--- config.mk ---
export PLATFORM = sky130hd
export DESIGN_NAME = fp_max_reduce
export DESIGN_NICKNAME = d
export VERILOG_FILES = /design/src/rtl/fpu_pkg.sv /design/src/rtl/fp32_gt.sv /design/src/rtl/fp_max_reduce.sv
export SDC_FILE = /design/constraint.sdc
export NUM_CORES = 1
export LEC_CHECK = 0
export BUFFER_PORTS_ARGS = -buffer_cell sky130_fd_sc_hd__buf_4
export CAP_MARGIN = 30
export CORE_MARGIN = 3
export CORE_UTILIZATION = 50
export CTS_BUF_LIST = sky130_fd_sc_hd__clkbuf_4 sky130_fd_sc_hd__clkbuf_8
export DETAILED_ROUTE_END_ITERATION = 12
export MAX_ROUTING_LAYER = met4
export PLACE_DENSITY = 0.72
export RECOVER_POWER = 25
export SYNTH_ARGS = -nofsm -noshare
export SYNTH_HDL_FRONTEND = slang
export SYNTH_SLANG_ARGS = --single-unit
--- constraint.sdc ---
create_clock -name clk -period 10 [get_ports clk]
set_clock_uncertainty 0.15 [all_clocks]
set_input_delay 2 -clock clk [delete_from_list [all_inputs] [get_ports clk]]
set_output_delay 2 -clock clk [all_outputs]
set_load 0.01 [all_outputs]
--- src/rtl/fpu_pkg.sv ---
// Shared FP32 types and helpers for the fpu reduction logic.
//   fp32_t      : packed IEEE-754 single (sign / exp[7:0] / man[22:0])
//   FP32_QNAN   : canonical quiet NaN returned for NaN results
//   is_nan()    : true for any NaN encoding (quiet or signalling)
//   red_state_e : reduction FSM states
package fpu_pkg;

  typedef struct packed {
    logic        sign;
    logic [7:0]  exp;
    logic [22:0] man;
  } fp32_t;

  localparam logic [31:0] FP32_QNAN = 32'h7FC0_0000;

  typedef enum logic [1:0] {
    IDLE  = 2'd0,
    ACCUM = 2'd1,
    HOLD  = 2'd2
  } red_state_e;

  function automatic logic is_nan(input fp32_t x);
    return (x.exp == 8'hFF) && (x.man != 23'd0);
  endfunction

endpackage

--- src/rtl/fp32_gt.sv ---
// Combinational strict a > b for FP32 under a total order on non-NaN values:
// negatives order by reversed magnitude, +0 > -0, denormals by raw bits,
// infinities are ordinary extremes. o_gt is 0 whenever either operand is NaN.
//   i_a, i_b  : FP32 operands
//   o_gt      : a > b (both non-NaN)
//   o_a_nan   : a is NaN
//   o_b_nan   : b is NaN
module fp32_gt
  import fpu_pkg::*;
(
  input  logic [31:0] i_a,
  input  logic [31:0] i_b,
  output logic        o_gt,
  output logic        o_a_nan,
  output logic        o_b_nan
);

  logic [31:0] w_key_a;
  logic [31:0] w_key_b;

  // Map each value to an unsigned key whose integer order matches the FP order:
  // negatives invert every bit, positives just set the top bit (so +0 > -0).
  always_comb begin
    w_key_a = i_a[31] ? ~i_a : {1'b1, i_a[30:0]};
    w_key_b = i_b[31] ? ~i_b : {1'b1, i_b[30:0]};
    o_a_nan = is_nan(fp32_t'(i_a));
    o_b_nan = is_nan(fp32_t'(i_b));
    o_gt    = !o_a_nan && !o_b_nan && (w_key_a > w_key_b);
  end

endmodule

--- src/rtl/fp_max_reduce.sv ---
// Streaming FP32 max / argmax reduction over valid/ready packets.
// One result beat per packet carrying the maximum, its earliest index, the
// element count minus one and a sticky overflow flag.
//   clk, rst_n                      : clock, async active-low reset
//   in_valid/in_ready/in_data/in_last : input stream
//   out_valid/out_ready             : result handshake
//   out_data/out_idx/out_count/out_ovf : result fields
// Build option FP_MAX_REDUCE_NAN_PROP_EN: when defined any NaN makes the
// result canonical qNaN at the first NaN's index; otherwise NaNs are skipped.
module fp_max_reduce
  import fpu_pkg::*;
#(
  parameter int unsigned CNT_W = 16
) (
  input  logic             clk,
  input  logic             rst_n,
  input  logic             in_valid,
  output logic             in_ready,
  input  logic [31:0]      in_data,
  input  logic             in_last,
  output logic             out_valid,
  input  logic             out_ready,
  output logic [31:0]      out_data,
  output logic [CNT_W-1:0] out_idx,
  output logic [CNT_W-1:0] out_count,
  output logic             out_ovf
);

  red_state_e       r_state, w_state_d;
  logic [31:0]      r_acc, w_acc_d;
  logic [CNT_W-1:0] r_idx, w_idx_d;
  logic [CNT_W-1:0] r_cnt, w_cnt_d;
  logic             r_ovf, w_ovf_d;
  logic             r_in_ready;
  logic             r_out_valid;

  logic             w_in_fire;
  logic             w_out_fire;
  logic             w_gt;
  logic             w_a_nan;
  logic             w_b_nan;
  logic             w_take;
  logic [31:0]      w_take_data;
  logic [31:0]      w_first_data;
  logic [CNT_W-1:0] w_cnt_inc;

  fp32_gt u_gt (
    .i_a     (in_data),
    .i_b     (r_acc),
    .o_gt    (w_gt),
    .o_a_nan (w_a_nan),
    .o_b_nan (w_b_nan)
  );

  assign w_in_fire    = in_valid && r_in_ready;
  assign w_out_fire   = r_out_valid && out_ready;
  assign w_cnt_inc    = r_cnt + {{(CNT_W-1){1'b0}}, 1'b1};
  // A NaN accumulator is always stored canonical, so it doubles as the
  // "NaN seen" (prop) or "nothing valid yet" (skip) marker.
  assign w_first_data = w_a_nan ? FP32_QNAN : in_data;

`ifdef FP_MAX_REDUCE_NAN_PROP_EN
  // First NaN wins and sticks; nothing replaces a NaN accumulator.
  assign w_take      = !w_b_nan && (w_a_nan || w_gt);
  assign w_take_data = w_a_nan ? FP32_QNAN : in_data;
`else
  // NaN beats are skipped; any real value replaces a NaN accumulator.
  assign w_take      = !w_a_nan && (w_b_nan || w_gt);
  assign w_take_data = in_data;
`endif

  always_comb begin
    w_state_d = r_state;
    w_acc_d   = r_acc;
    w_idx_d   = r_idx;
    w_cnt_d   = r_cnt;
    w_ovf_d   = r_ovf;
    unique case (r_state)
      IDLE: begin
        if (w_in_fire) begin
          w_acc_d   = w_first_data;
          w_idx_d   = '0;
          w_cnt_d   = '0;
          w_ovf_d   = 1'b0;
          w_state_d = in_last ? HOLD : ACCUM;
        end
      end
      ACCUM: begin
        if (w_in_fire) begin
          if (&r_cnt) begin
            // Saturated: beats past 2**CNT_W only flag overflow.
            w_ovf_d = 1'b1;
          end else begin
            w_cnt_d = w_cnt_inc;
            if (w_take) begin
              w_acc_d = w_take_data;
              w_idx_d = w_cnt_inc;
            end
          end
          if (in_last) w_state_d = HOLD;
        end
      end
      HOLD: begin
        if (w_out_fire) begin
          w_state_d = IDLE;
          w_ovf_d   = 1'b0;
        end
      end
      default: w_state_d = IDLE;
    endcase
  end

  always_ff @(posedge clk or negedge rst_n) begin
    if (!rst_n) begin
      r_state     <= IDLE;
      r_acc       <= '0;
      r_idx       <= '0;
      r_cnt       <= '0;
      r_ovf       <= 1'b0;
      r_in_ready  <= 1'b1;
      r_out_valid <= 1'b0;
    end else begin
      r_state     <= w_state_d;
      r_acc       <= w_acc_d;
      r_idx       <= w_idx_d;
      r_cnt       <= w_cnt_d;
      r_ovf       <= w_ovf_d;
      r_in_ready  <= (w_state_d != HOLD);
      r_out_valid <= (w_state_d == HOLD);
    end
  end

  assign in_ready  = r_in_ready;
  assign out_valid = r_out_valid;
  assign out_data  = r_acc;
  assign out_idx   = r_idx;
  assign out_count = r_cnt;
  assign out_ovf   = r_ovf;

endmodule

After elaboration in Yosys (flattened, before gate mapping)

Cells that the tools add are included.

Add/sub/neg operators: 1
Order comparisons: 1
Equality and inequality tests: 12
Multiplexer cells: 27
Bitwise gates (word level): 2
Reductions and logical operators: 19

Operator list:

| cell                  | number |
|---|---|
| $mux 32               | 7 |
| $mux 16               | 6 |
| $not 32->32           | 2 |
| $pmux 16 s2           | 2 |
| $pmux 32 s2           | 1 |
| $reduce_bool 23->1    | 2 |
| $gt 32x32->1          | 1 |
| $add 16x1->16 const B | 1 |
| $eq 8x8->1 const B    | 2 |
| $reduce_and 16->1     | 1 |
| $ne 2x2->1 const B    | 7 |
| $mux 2                | 5 |
| $reduce_and 5->1      | 2 |
| $logic_and 1x1->1     | 7 |
| $pmux 2 s3            | 1 |
| $eq 2x2->1 const B    | 2 |
| $mux 1                | 4 |
| $reduce_and 4->1      | 1 |
| $pmux 1 s3            | 1 |
| $reduce_bool 3->1     | 1 |
| $eq 2x1->1 const B    | 1 |
| $logic_not 1->1       | 2 |
| $logic_not 2->1       | 1 |
| $reduce_bool 2->1     | 1 |
| $logic_or 1x1->1      | 1 |

Register bits: 69
Output and inout bits: 67
Logic and storage cells: 69

Logic depth before layout (Yosys ltp)

Gate-level depths: netlist (run 1).

Depth after elaboration: 11
Mapped depth: 13

Modules after synthesis

A second synthesis (run 1) with hierarchy kept.

Cell total of the unflattened synthesis: 510
Area, all modules: 4553.1 um^2

By module, submodules not included:

| module        | instances | cells an instance | area each (um^2) | sequential area each (um^2) |
|---|---|---|---|---|
| fp_max_reduce | 1         | 337               | 3124.2           | 1727.9 |
| fp32_gt       | 1         | 173               | 1428.9           | 0.0 |

Least setup slack after synthesis (run 1)

No wires, ideal clock.

Kind: input port to flip-flop
Start: input in_data[31]
End: register r_acc[26] (netlist: out_data[26])
Library setup time: 128 ps
Arrival: 4719 ps
Required time: 9722 ps
Slack: 5003 ps
Cell stages on the path: 12
Path buffers: 3
Path through: clkbuf_1 buf_1 xor2_1 ha_1 a21oi_1 nand2_1 a21o_1 o31ai_1 a31oi_4 o211ai_2 buf_2 mux2_1

Longest elaborated chain between the ends: 8

RTL lines:

| element                             | line                 | text |
|---|---|---|
| from (decl)                         | fp_max_reduce.sv:19  | `input logic [31:0] in_data,` |
| $not 32->32                         | fp32_gt.sv:24        | `w_key_a = i_a[31] ? ~i_a : {1'b1, i_a[30:0]};` |
| $mux 32 *                           | fp32_gt.sv:24        |  |
| $gt 32x32->1 *                      | fp32_gt.sv:28        | `o_gt = !o_a_nan && !o_b_nan && (w_key_a > w_key_b);` |
| $logic_and 1x1->1 *                 | fp32_gt.sv:28        |  |
| $logic_or 1x1->1 *                  | fp_max_reduce.sv:68  | `assign w_take = !w_a_nan && (w_b_nan \|\| w_gt);` |
| $logic_and 1x1->1 *                 | fp_max_reduce.sv:68  |  |
| $ne 2x2->1 (no source line) *       | --                   |  |
| $reduce_and 5->1 (no source line) * | --                   |  |
| to (signal assigned)                | fp_max_reduce.sv:124 | `r_acc <= w_acc_d;` |
| to (decl)                           | fp_max_reduce.sv:30  | `logic [31:0] r_acc, w_acc_d;` |

Mark *: on every way between the ends. The rest lies on a longest branch, timed or not.
A chain may end at the register's enable or synchronous reset.

Worst setup path in the final report (run 1)

Ends and elaborated chain as after synthesis.

==> results of run 1 <==
final cells by class:
type                       instances  area (µm²)
multi-input combinational        337        2500
clock buffer                      11         151
inverter                           7        26.3
tap                              105         131
fill                             714        2940
sequential                        69        1730
timing repair buffer             105         781
clock inverter                     5        82.6
per-stage QoR:
stage               instances  hold slack, ns  setup slack [ns]  total power (W)  util, %
detailed placement        623           0.330              4.37          0.00128     62.0
global route              639           0.366              4.20          0.00167     64.7
floorplan                 432           0.372              5.00         0.000997        -
finish                    639           0.346              4.72          0.00155     64.7
global placement          623           0.330              4.46          0.00125     62.0
CTS                       639           0.350              4.72          0.00155     64.8
worst max-delay path: stages:
cell,delay (ns)
buf_4,0.42
xor2_1,0.14
ha_1,0.35
a21oi_1,0.16
nand2_1,0.07
a21o_1,0.18
o31ai_1,0.40
a31oi_4,0.17
o211ai_4,0.64
buf_4,0.43
mux2_1,0.36
state kept, by name, indices dropped and copies added (netlist names):
| register | flops |
|---|---|
| out_data | 32 |
| out_valid | 1 |
| out_ovf | 1 |
| r_state | 2 |
| out_idx | 16 |
| out_count | 16 |
| in_ready | 1 |
kinds of logic (layout without fill, tap and decap cells):
kind of cell    count (synthesis)  count (layout)
compound gates                100             100
xor+xnor                       76              76
fa+ha+maj                      33              33
buf+inv                        26             128
flops                          69              69
mux                            12              12
simple gates                  116             116
routing by layer:
| layer | vias up | global-route usage (%) | routed length [µm] | share of wire (%) |
|---|---|---|---|---|
| met2 | 121 | 39.9 | 5580 | 49 |
| li1 | 1759 | - | - | - |
| met1 | 1798 | 30.2 | 4840 | 43 |
| met4 | 0 | 6.51 | 178 | 1.6 |
| met3 | 18 | 5.68 | 759 | 6.7 |
| met5 | - | - | 0 | 0 |
cells in the mapped netlist, types with 2 or more instances:
master     number
a21o_1          2
nand4_1        14
or2_2           2
buf_2           4
o21ai_0        18
o2bb2ai_1      13
nor2b_1         2
dfrtp_1        68
o211ai_1        2
nor3_1          7
nor2_1         21
buf_6           2
and2_1          4
inv_1           7
a22o_1         23
xor2_1         32
ha_1           33
o21ai_1        10
a211oi_1        2
and3_1          5
nand3_1        11
o31ai_1         5
mux2_1         11
nor4_1         12
nand2_1        36
a21oi_1        15
buf_1           5
xnor2_1        44
clkbuf_1        7
final timing paths:
kind | from | to | cells past startpoint
worst max-delay path | in_data[31] | out_data[26]$_DFFE_PN0P_ | 11
worst min-delay path | out_idx[11]$_DFFE_PN0P_ | out_idx[11]$_DFFE_PN0P_ | 1
worst max register to register | out_data[31]$_DFFE_PN0P_ | out_data[26]$_DFFE_PN0P_ | 10
worst min register to register | out_idx[11]$_DFFE_PN0P_ | out_idx[11]$_DFFE_PN0P_ | 1
max in group asynchronous | rst_n | out_data[26]$_DFFE_PN0P_ | 1
min in group asynchronous | rst_n | out_data[5]$_DFFE_PN0P_ | 1
where the power goes:
group | leakage (nW) | switching [W] | total [W] | internal, W
Sequential | 0.895 | 0.000118 | 0.000478 | 0.000360
Combinational | 1.46 | 0.000409 | 0.000801 | 0.000391
Clock | 0.120 | 0.000115 | 0.000269 | 0.000155
==> flow_summary.ini, run 1 <==
[clock_network]
cts_buffer_depth = 2
clk_pin_slew_ns = 0.07
cts_buffers = 9
cts_resized = 0
cts_root_buffer = clkbuf_8
cts_tree = done
hold_buffers = 0
post_cts_buffers = 0
insertion_delay_ns = 0.35
cts.htree.levels = 3
cts.sinks = 69

[final_layout]
fin_area_mm2 = 0.00540
syn_to_final_growth_pct = 24.4
mostFrequentLayoutCell = buf_4
n_antenna_cell = 0
layout_common_cells = buf_4 (103), dfrtp_1 (68), xnor2_1 (44)
fin_nets = 599
drive_above_1_share_pct = 23.6

[sta]
relSlewSlack_pct = -143
worstMarginPinSlew_ns = 3.65
period_share_pct = 52.8
setup_viol = 0
max_clock_freq_mhz = 189
period_minus_slack_ns = 5.28
grt_setup_unrepaired = false
hold_viol = 0
drv_slew = 70
tns_ns = 0

[synth]
synth-main-ff-cell = dfrtp_1
synth_cell_types = 44
ys_ff_latch = 69
synthMuxAreaShare_pct = 3.09
ys_async_sr_fraction_pct = 100
synth_area_mm2 = 0.00434
synth_top_family_by_area = compound AO/OA/AOI/OAI gates
avgSynthCellArea_um2 = 10.0
synthXorXnorAreaFrac_pct = 15.3
synth_compound_area_share_pct = 16.4
synth_area_leaders = dfrtp_1 (39%), ha_1 (9.5%), xnor2_1 (8.9%)
synth_top_area_share_pct = 39.2
ys_seq_area_share_pct = 39.8
yosysTopAreaCell = dfrtp_1
synthSimpleGateAreaFrac_pct = 13.0
synthAdderAreaFrac_pct = 9.52
ys_warn_count = 0
synth-edff-count = 0
postSynthCellCount = 432
syn_nets = 502

[floorplanning]
ioPinCount = 104
die_y_um = 99.1
initial_utilization_pct = 52.0
dieArea_mm2 = 0.00983
die_x_um = 99.1
rows = 33
core_area_mm2 = 0.00834

[power]
power_density_mw_per_mm2 = 287
p_leak_nw = 2.48
peakVddDrop_mv = 0.118

[setup_path]
crit_path_max_fanout = 33
cp.arrival_ns = 5.36
worstSetupPathType = in -> reg
worstPathRequired_ns = 10.08
startpoint_type = primary input
r2r_slack_ns = 5.50
end_kind = flop

[placed_design]
dpl.hpwl_um = 8130
port_buffers = 103
gp_congestion = 0.886
dpl_cell_area_mm2 = 0.00517

[worst_hold_path]
hp-class = reg -> reg

[detailed_routing]
via_count = 3696
drtIter0Drc = 171
ant_nets = 0
drt-total-wl_um = 11400
wire_per_inst_um = 17.8
drc = 0
drt-pass1-iter-count = 4
via_per_inst = 5.78

[outcome]
status = complete, but fails checks
violations = capacitance limit, slew limit

[global_route]
grt_start_max_net_pins = 70
grt_pass1_vias = 3690
grt_usage_pct = 24.3
overflow = 0
antenna_found_initial = 0
grt_pass1_wl_um = 18700

[flow_run]
maxCapViolCount = 1
(Power assumes the default switching activity.)
==> inputs of run 2 (changes only) <==
--- a/config.mk
+++ b/config.mk
@@ -5,6 +5,7 @@
 export SDC_FILE = /design/constraint.sdc
 export NUM_CORES = 1
 export LEC_CHECK = 0
+export ABC_AREA = 1
 export BUFFER_PORTS_ARGS = -buffer_cell sky130_fd_sc_hd__buf_4
 export CAP_MARGIN = 30
 export CORE_MARGIN = 3
@@ -12,7 +13,7 @@
 export CTS_BUF_LIST = sky130_fd_sc_hd__clkbuf_4 sky130_fd_sc_hd__clkbuf_8
 export DETAILED_ROUTE_END_ITERATION = 12
 export MAX_ROUTING_LAYER = met4
-export PLACE_DENSITY = 0.72
+export PLACE_DENSITY = 0.74
 export RECOVER_POWER = 25
 export SYNTH_ARGS = -nofsm -noshare
 export SYNTH_HDL_FRONTEND = slang
==> constraint.sdc (replaced) <==
create_clock -name clk -period 4.8 [get_ports clk]
set_clock_uncertainty 0.15 [all_clocks]
set_input_delay 0.96 -clock clk [delete_from_list [all_inputs] [get_ports clk]]
set_output_delay 0.96 -clock clk [all_outputs]
set_load 0.01 [all_outputs]
==> flow_summary.ini, run 2 <==
[synth]
avgSynthCellArea_um2 = 7.58
synth_compound_area_share_pct = 6.39
synth-main-ff-cell = dfrtp_1
synth_area_mm2 = 0.00484
yosysMostFrequentCell = nand2_1
ys_warn_count = 0
synth_top_family_by_area = simple AND/OR/NAND/NOR gates
ys_seq_area_share_pct = 35.7
synthAdderAreaFrac_pct = 8.54
yosysTopAreaCell = dfrtp_1
synth_cell_types = 34
ys_async_sr_fraction_pct = 100
synth-edff-count = 0
synthMuxAreaShare_pct = 0
synthSimpleGateAreaFrac_pct = 29.3
postSynthCellCount = 638
synth_top_area_share_pct = 35.2
yosys-top-cells-count = nand2_1 (205), dfrtp_1 (68), nand3_1 (59)
synth_area_leaders = dfrtp_1 (35%), nand2_1 (16%), ha_1 (8.5%)
syn_nets = 708
synthXorXnorAreaFrac_pct = 11.2
ys_ff_latch = 69

[clock_network]
cts_buffers = 9
cts.htree.levels = 3
cts_buffer_depth = 2
cts_resized = 0
post_cts_buffers = 0
cts_tree = done
hold_buffers = 0
cts.sinks = 69
insertion_delay_ns = 0.35
cts_root_buffer = clkbuf_8
clk_pin_slew_ns = 0.08

[setup_path]
critPathBufInv = 1
crit_path_max_fanout = 48
cpMostUsedCell = nand2_1
r2r_slack_ns = 1.31
startpoint_type = flop
crit_cells = 15
cp.arrival_ns = 3.62
r2r-start = out_data[31]$_DFFE_PN0P_
crit_chain = buf_4 > xnor2_1 > ha_1 > nand2_1 > nor2_1 > nand4_1 > nor2_1 > nand4_1 > nand2_1 > nand2_1 > nand2_1 > nand2_2 > nand2_2 > nand2_1 > nand2_1
ff2ff_path_depth = 15
slowest_delay_ns = 0.66
worstPathRequired_ns = 4.93
cp_slowest_cell = nand2_2
crit_family = simple AND/OR/NAND/NOR gates
crit_path_end = out_data[6]$_DFFE_PN0P_
crit_start = out_data[31]$_DFFE_PN0P_
worstSetupPathType = reg -> reg
r2r-end = out_data[6]$_DFFE_PN0P_
end_kind = flop

[global_route]
grt_usage_pct = 23.8
grt_start_max_net_pins = 77
grt_pass1_wl_um = 20800
grt_pass1_vias = 4417
antenna_found_initial = 0
overflow = 0

[detailed_routing]
drc = 0
drtIter0Drc = 216
drt-pass1-iter-count = 4
via_per_inst = 5.24
wire_per_inst_um = 14.6
via_count = 4503
ant_nets = 0
drt-total-wl_um = 12500

[power]
peakVddDrop_mv = 0.477
power_density_mw_per_mm2 = 583
finalPower_w = 0.00340
p_leak_nw = 3.07

[placed_design]
port_buffers = 103
dpl.cell_count = 844
dpl.hpwl_um = 8840
place_ws_ns = 0.973
gp_congestion = 0.840

[sta]
hold_viol = 0
max_clock_freq_mhz = 286
fin_ws_ns = 1.31
drv_slew = 70
worstMarginPinSlew_ns = 1.73
tns_ns = 0
grt_setup_unrepaired = false
period_share_pct = 72.7
period_minus_slack_ns = 3.49
setup_viol = 0
relSlewSlack_pct = -15.3

[floorplanning]
dieArea_mm2 = 0.0109
ioPinCount = 104
rows = 35
die_x_um = 104
initial_utilization_pct = 51.9
die_y_um = 104
core_area_mm2 = 0.00933

[final_layout]
drive_above_1_share_pct = 18.7
finalNonFillerCells = 860
layout_common_cells = nand2_1 (205), buf_4 (104), dfrtp_1 (68)
n_antenna_cell = 0
syn_to_final_growth_pct = 20.5
fin_nets = 796
largest_reg_flops = 32
fin_util_pct = 62.5
mostFrequentLayoutCell = nand2_1

[outcome]
violations = capacitance limit, slew limit
status = complete, but fails checks

[worst_hold_path]
hp-class = reg -> reg

[flow_run]
maxCapViolCount = 1
==> run 2: layout make-up <==
class / instances / area (µm²)
fill: 832 / 3500
multi-input combinational: 479 / 2680
sequential: 69 / 1730
timing repair buffer: 106 / 793
inverter: 61 / 231
tap: 129 / 161
clock buffer: 11 / 145
clock inverter: 5 / 85.1
==> run 2: power by group <==
group / total [W] / internal [W] / switching, W
logic: 0.00188 / 0.000792 / 0.00109
registers: 0.000963 / 0.000745 / 0.000217
clock network: 0.000556 / 0.000315 / 0.000242
==> run 2: stage by stage <==
| step | hold WS (ns) | area [µm²] |
|---|---|---|
| final | 0.326 | 5830 |
| after global routing | 0.348 | 5830 |
| after CTS | 0.330 | 5830 |
| after detailed placement | 0.311 | 5600 |
| after global placement | 0.305 | 5600 |
| after floorplan | 0.356 | 4840 |
==> run 2: how the worst min path moves through the flow <==
stage	cells after the start	slack [ns]	end	start
2_1_floorplan	2	0.36	out_idx[15]$_DFFE_PN0P_	out_idx[15]$_DFFE_PN0P_
3_3_place_gp	2	0.31	out_idx[4]$_DFFE_PN0P_	out_idx[4]$_DFFE_PN0P_
3_5_place_dp	2	0.31	out_idx[4]$_DFFE_PN0P_	out_idx[4]$_DFFE_PN0P_
4_1_cts	2	0.33	out_idx[4]$_DFFE_PN0P_	out_idx[4]$_DFFE_PN0P_
5_1_grt	2	0.35	out_idx[0]$_DFFE_PN0P_	out_idx[0]$_DFFE_PN0P_
6_report	2	0.33	out_idx[4]$_DFFE_PN0P_	out_idx[4]$_DFFE_PN0P_
==> run 2: cell families after synthesis <==
kind of cell / Yosys count
adders and majority gates: 33
DFF: 69
xor gates and xnor gates: 62
buffers and inverters: 90
AOI/OAI and AO/OA: 55
and+or+nand+nor: 329
==> run 2: per-layer routing <==
layer,global-route usage (%),share of wire [%],vias to the layer above
met5,-,0,-
met4,8.36,2.0,0
met3,5.34,6.9,20
met2,40.2,51,146
met1,27.9,40,2114
li1,-,-,2223
==> run 2: tightest hold or removal path, delay by kind of cell, from the launching register on <==
kind	cells	cell delay (ns)
AND/OR/NAND/NOR	2	0.09
flip-flops	1	0.35
==> inputs of run 3 (changes only) <==
==> constraint.sdc (replaced) <==
create_clock -name clk -period 2.8 [get_ports clk]
set_clock_uncertainty 0.15 [all_clocks]
set_input_delay 0.56 -clock clk [delete_from_list [all_inputs] [get_ports clk]]
set_output_delay 0.56 -clock clk [all_outputs]
set_load 0.01 [all_outputs]
==> flow_summary.ini, run 3 (same netlist as run 2, synthesis figures left out) <==
[setup_path]
end_kind = flop
crit_path_max_fanout = 25
cp.arrival_ns = 2.66
worstSetupPathType = reg -> reg
cpMostUsedCell = nand2_1
startpoint_type = flop
critPathBufInv = 2
crit_family = simple AND/OR/NAND/NOR gates
slowest_delay_ns = 0.41
crit_chain = buf_12 > xnor2_1 > ha_1 > nand2_1 > nor2_1 > nand4_1 > nor2_2 > nand2_1 > nand2_1 > nand2_1 > nand2_1 > nand2_1 > nand2_2 > nand2_2 > buf_4 > nand2_1 > nand2_1
worstPathRequired_ns = 2.89
cp_slowest_cell = dfrtp_1

[final_layout]
finalNonFillerCells = 872
syn_to_final_growth_pct = 23.7
largest_reg_flops = 32
layout_common_cells = nand2_1 (205), buf_4 (112), dfrtp_1 (68)
drive_above_1_share_pct = 20.3
mostFrequentLayoutCell = nand2_1
fin_nets = 808
n_antenna_cell = 0

[worst_hold_path]
hp-class = in -> reg

[clock_network]
cts_tree = done
insertion_delay_ns = 0.36
cts_buffer_depth = 2
post_cts_buffers = 0
cts_root_buffer = clkbuf_8
cts.htree.levels = 3
clk_pin_slew_ns = 0.08
cts.sinks = 69
cts_buffers = 9

[floorplanning]
die_x_um = 104
initial_utilization_pct = 51.9
ioPinCount = 104
die_y_um = 104
core_area_mm2 = 0.00933
rows = 35
dieArea_mm2 = 0.0109

[power]
peakVddDrop_mv = 0.478
p_leak_nw = 3.15
power_density_mw_per_mm2 = 1010

[global_route]
grt_pass1_vias = 4529
antenna_found_initial = 0
grt_usage_pct = 24.4
overflow = 0
grt_start_max_net_pins = 70
grt_pass1_wl_um = 21400

[sta]
max_clock_freq_mhz = 389
setup_viol = 0
period_share_pct = 91.9
tns_ns = 0
grt_setup_unrepaired = false
hold_viol = 0
worstMarginPinSlew_ns = 1.77
relSlewSlack_pct = -18.3
drv_slew = 70
period_minus_slack_ns = 2.57

[detailed_routing]
drtIter0Drc = 197
via_per_inst = 5.16
drc = 0
via_count = 4496
drt-pass1-iter-count = 4
wire_per_inst_um = 14.4
drt-total-wl_um = 12600
ant_nets = 0

[placed_design]
port_buffers = 103
gp_congestion = 0.905
dpl.cell_count = 856
dpl.hpwl_um = 9300

[outcome]
status = complete, but fails checks
violations = capacitance limit, slew limit

[flow_run]
maxCapViolCount = 1
==> run 3: cell count changes in the layout (fill, tap and decap cells not counted), sizes merged <==
cell,previous run,this run
clkbuf,13,11
buf,104,117
clkinv,2,1
inv,61,63
==> run 3: repair_timing <==
item,in CTS,in global routing
gates resized for setup,0,2
setup endpoints to repair,0,2
hold buffers,0,0
==> run 3: final cells by class <==
type | instances | area (µm²)
fillers | 852 | 3340
flip-flops and latches | 69 | 1730
clock inverters | 6 | 93.8
inverters | 61 | 231
well taps | 129 | 161
repair buffers | 118 | 946
multi-input cells | 479 | 2690
clock buffers | 10 | 138
==> run 3: worst paths after layout <==
path	depth (start not counted)	endpoint	startpoint	slack, ns
max in group asynchronous	1	out_data[20]$_DFFE_PN0P_	rst_n	0.92
setup / recovery	17	out_data[2]$_DFFE_PN0P_	out_data[31]$_DFFE_PN0P_	0.23
setup reg to reg	17	out_data[2]$_DFFE_PN0P_	out_data[31]$_DFFE_PN0P_	0.23
hold reg to reg	2	out_idx[0]$_DFFE_PN0P_	out_idx[0]$_DFFE_PN0P_	0.33
hold / removal	2	r_state[0]$_DFF_PN0_	in_last	0.23
min in group asynchronous	1	out_data[18]$_DFFE_PN0P_	rst_n	0.51
==> run 3: power breakdown <==
part           leakage (nW)  switching [W]  internal, W
clock network         0.113       0.000416     0.000534
logic                  2.14        0.00192      0.00152
registers             0.902       0.000359      0.00128
==> run 3: per-layer routing <==
metal / track usage, % / vias to the layer above / routed length [µm] / part of all wire (%)
met5: - / - / 0 / 0
met4: 7.12 / 0 / 246 / 2.0
met3: 5.46 / 20 / 727 / 5.8
met2: 40.7 / 122 / 6390 / 51
met1: 29.6 / 2107 / 5230 / 42
li1: - / 2247 / - / -
==> run 3: per-stage QoR <==
stage / instance area, µm² / utilization (%) / hold WS [ns] / worst slack, ns / total power (W)
2_1_floorplan: 4850 / - / 0.114 / 0.00175 / 0.00401
4_1_cts: 5980 / 64.1 / 0.213 / 0.182 / 0.00607
5_1_grt: 5990 / 64.2 / 0.235 / 0.00867 / 0.00658
6_report: 5990 / 64.2 / 0.226 / 0.228 / 0.00603
3_3_place_gp: 5750 / 61.7 / 0.306 / -0.0475 / 0.00495
3_5_place_dp: 5750 / 61.7 / 0.315 / -0.0860 / 0.00510
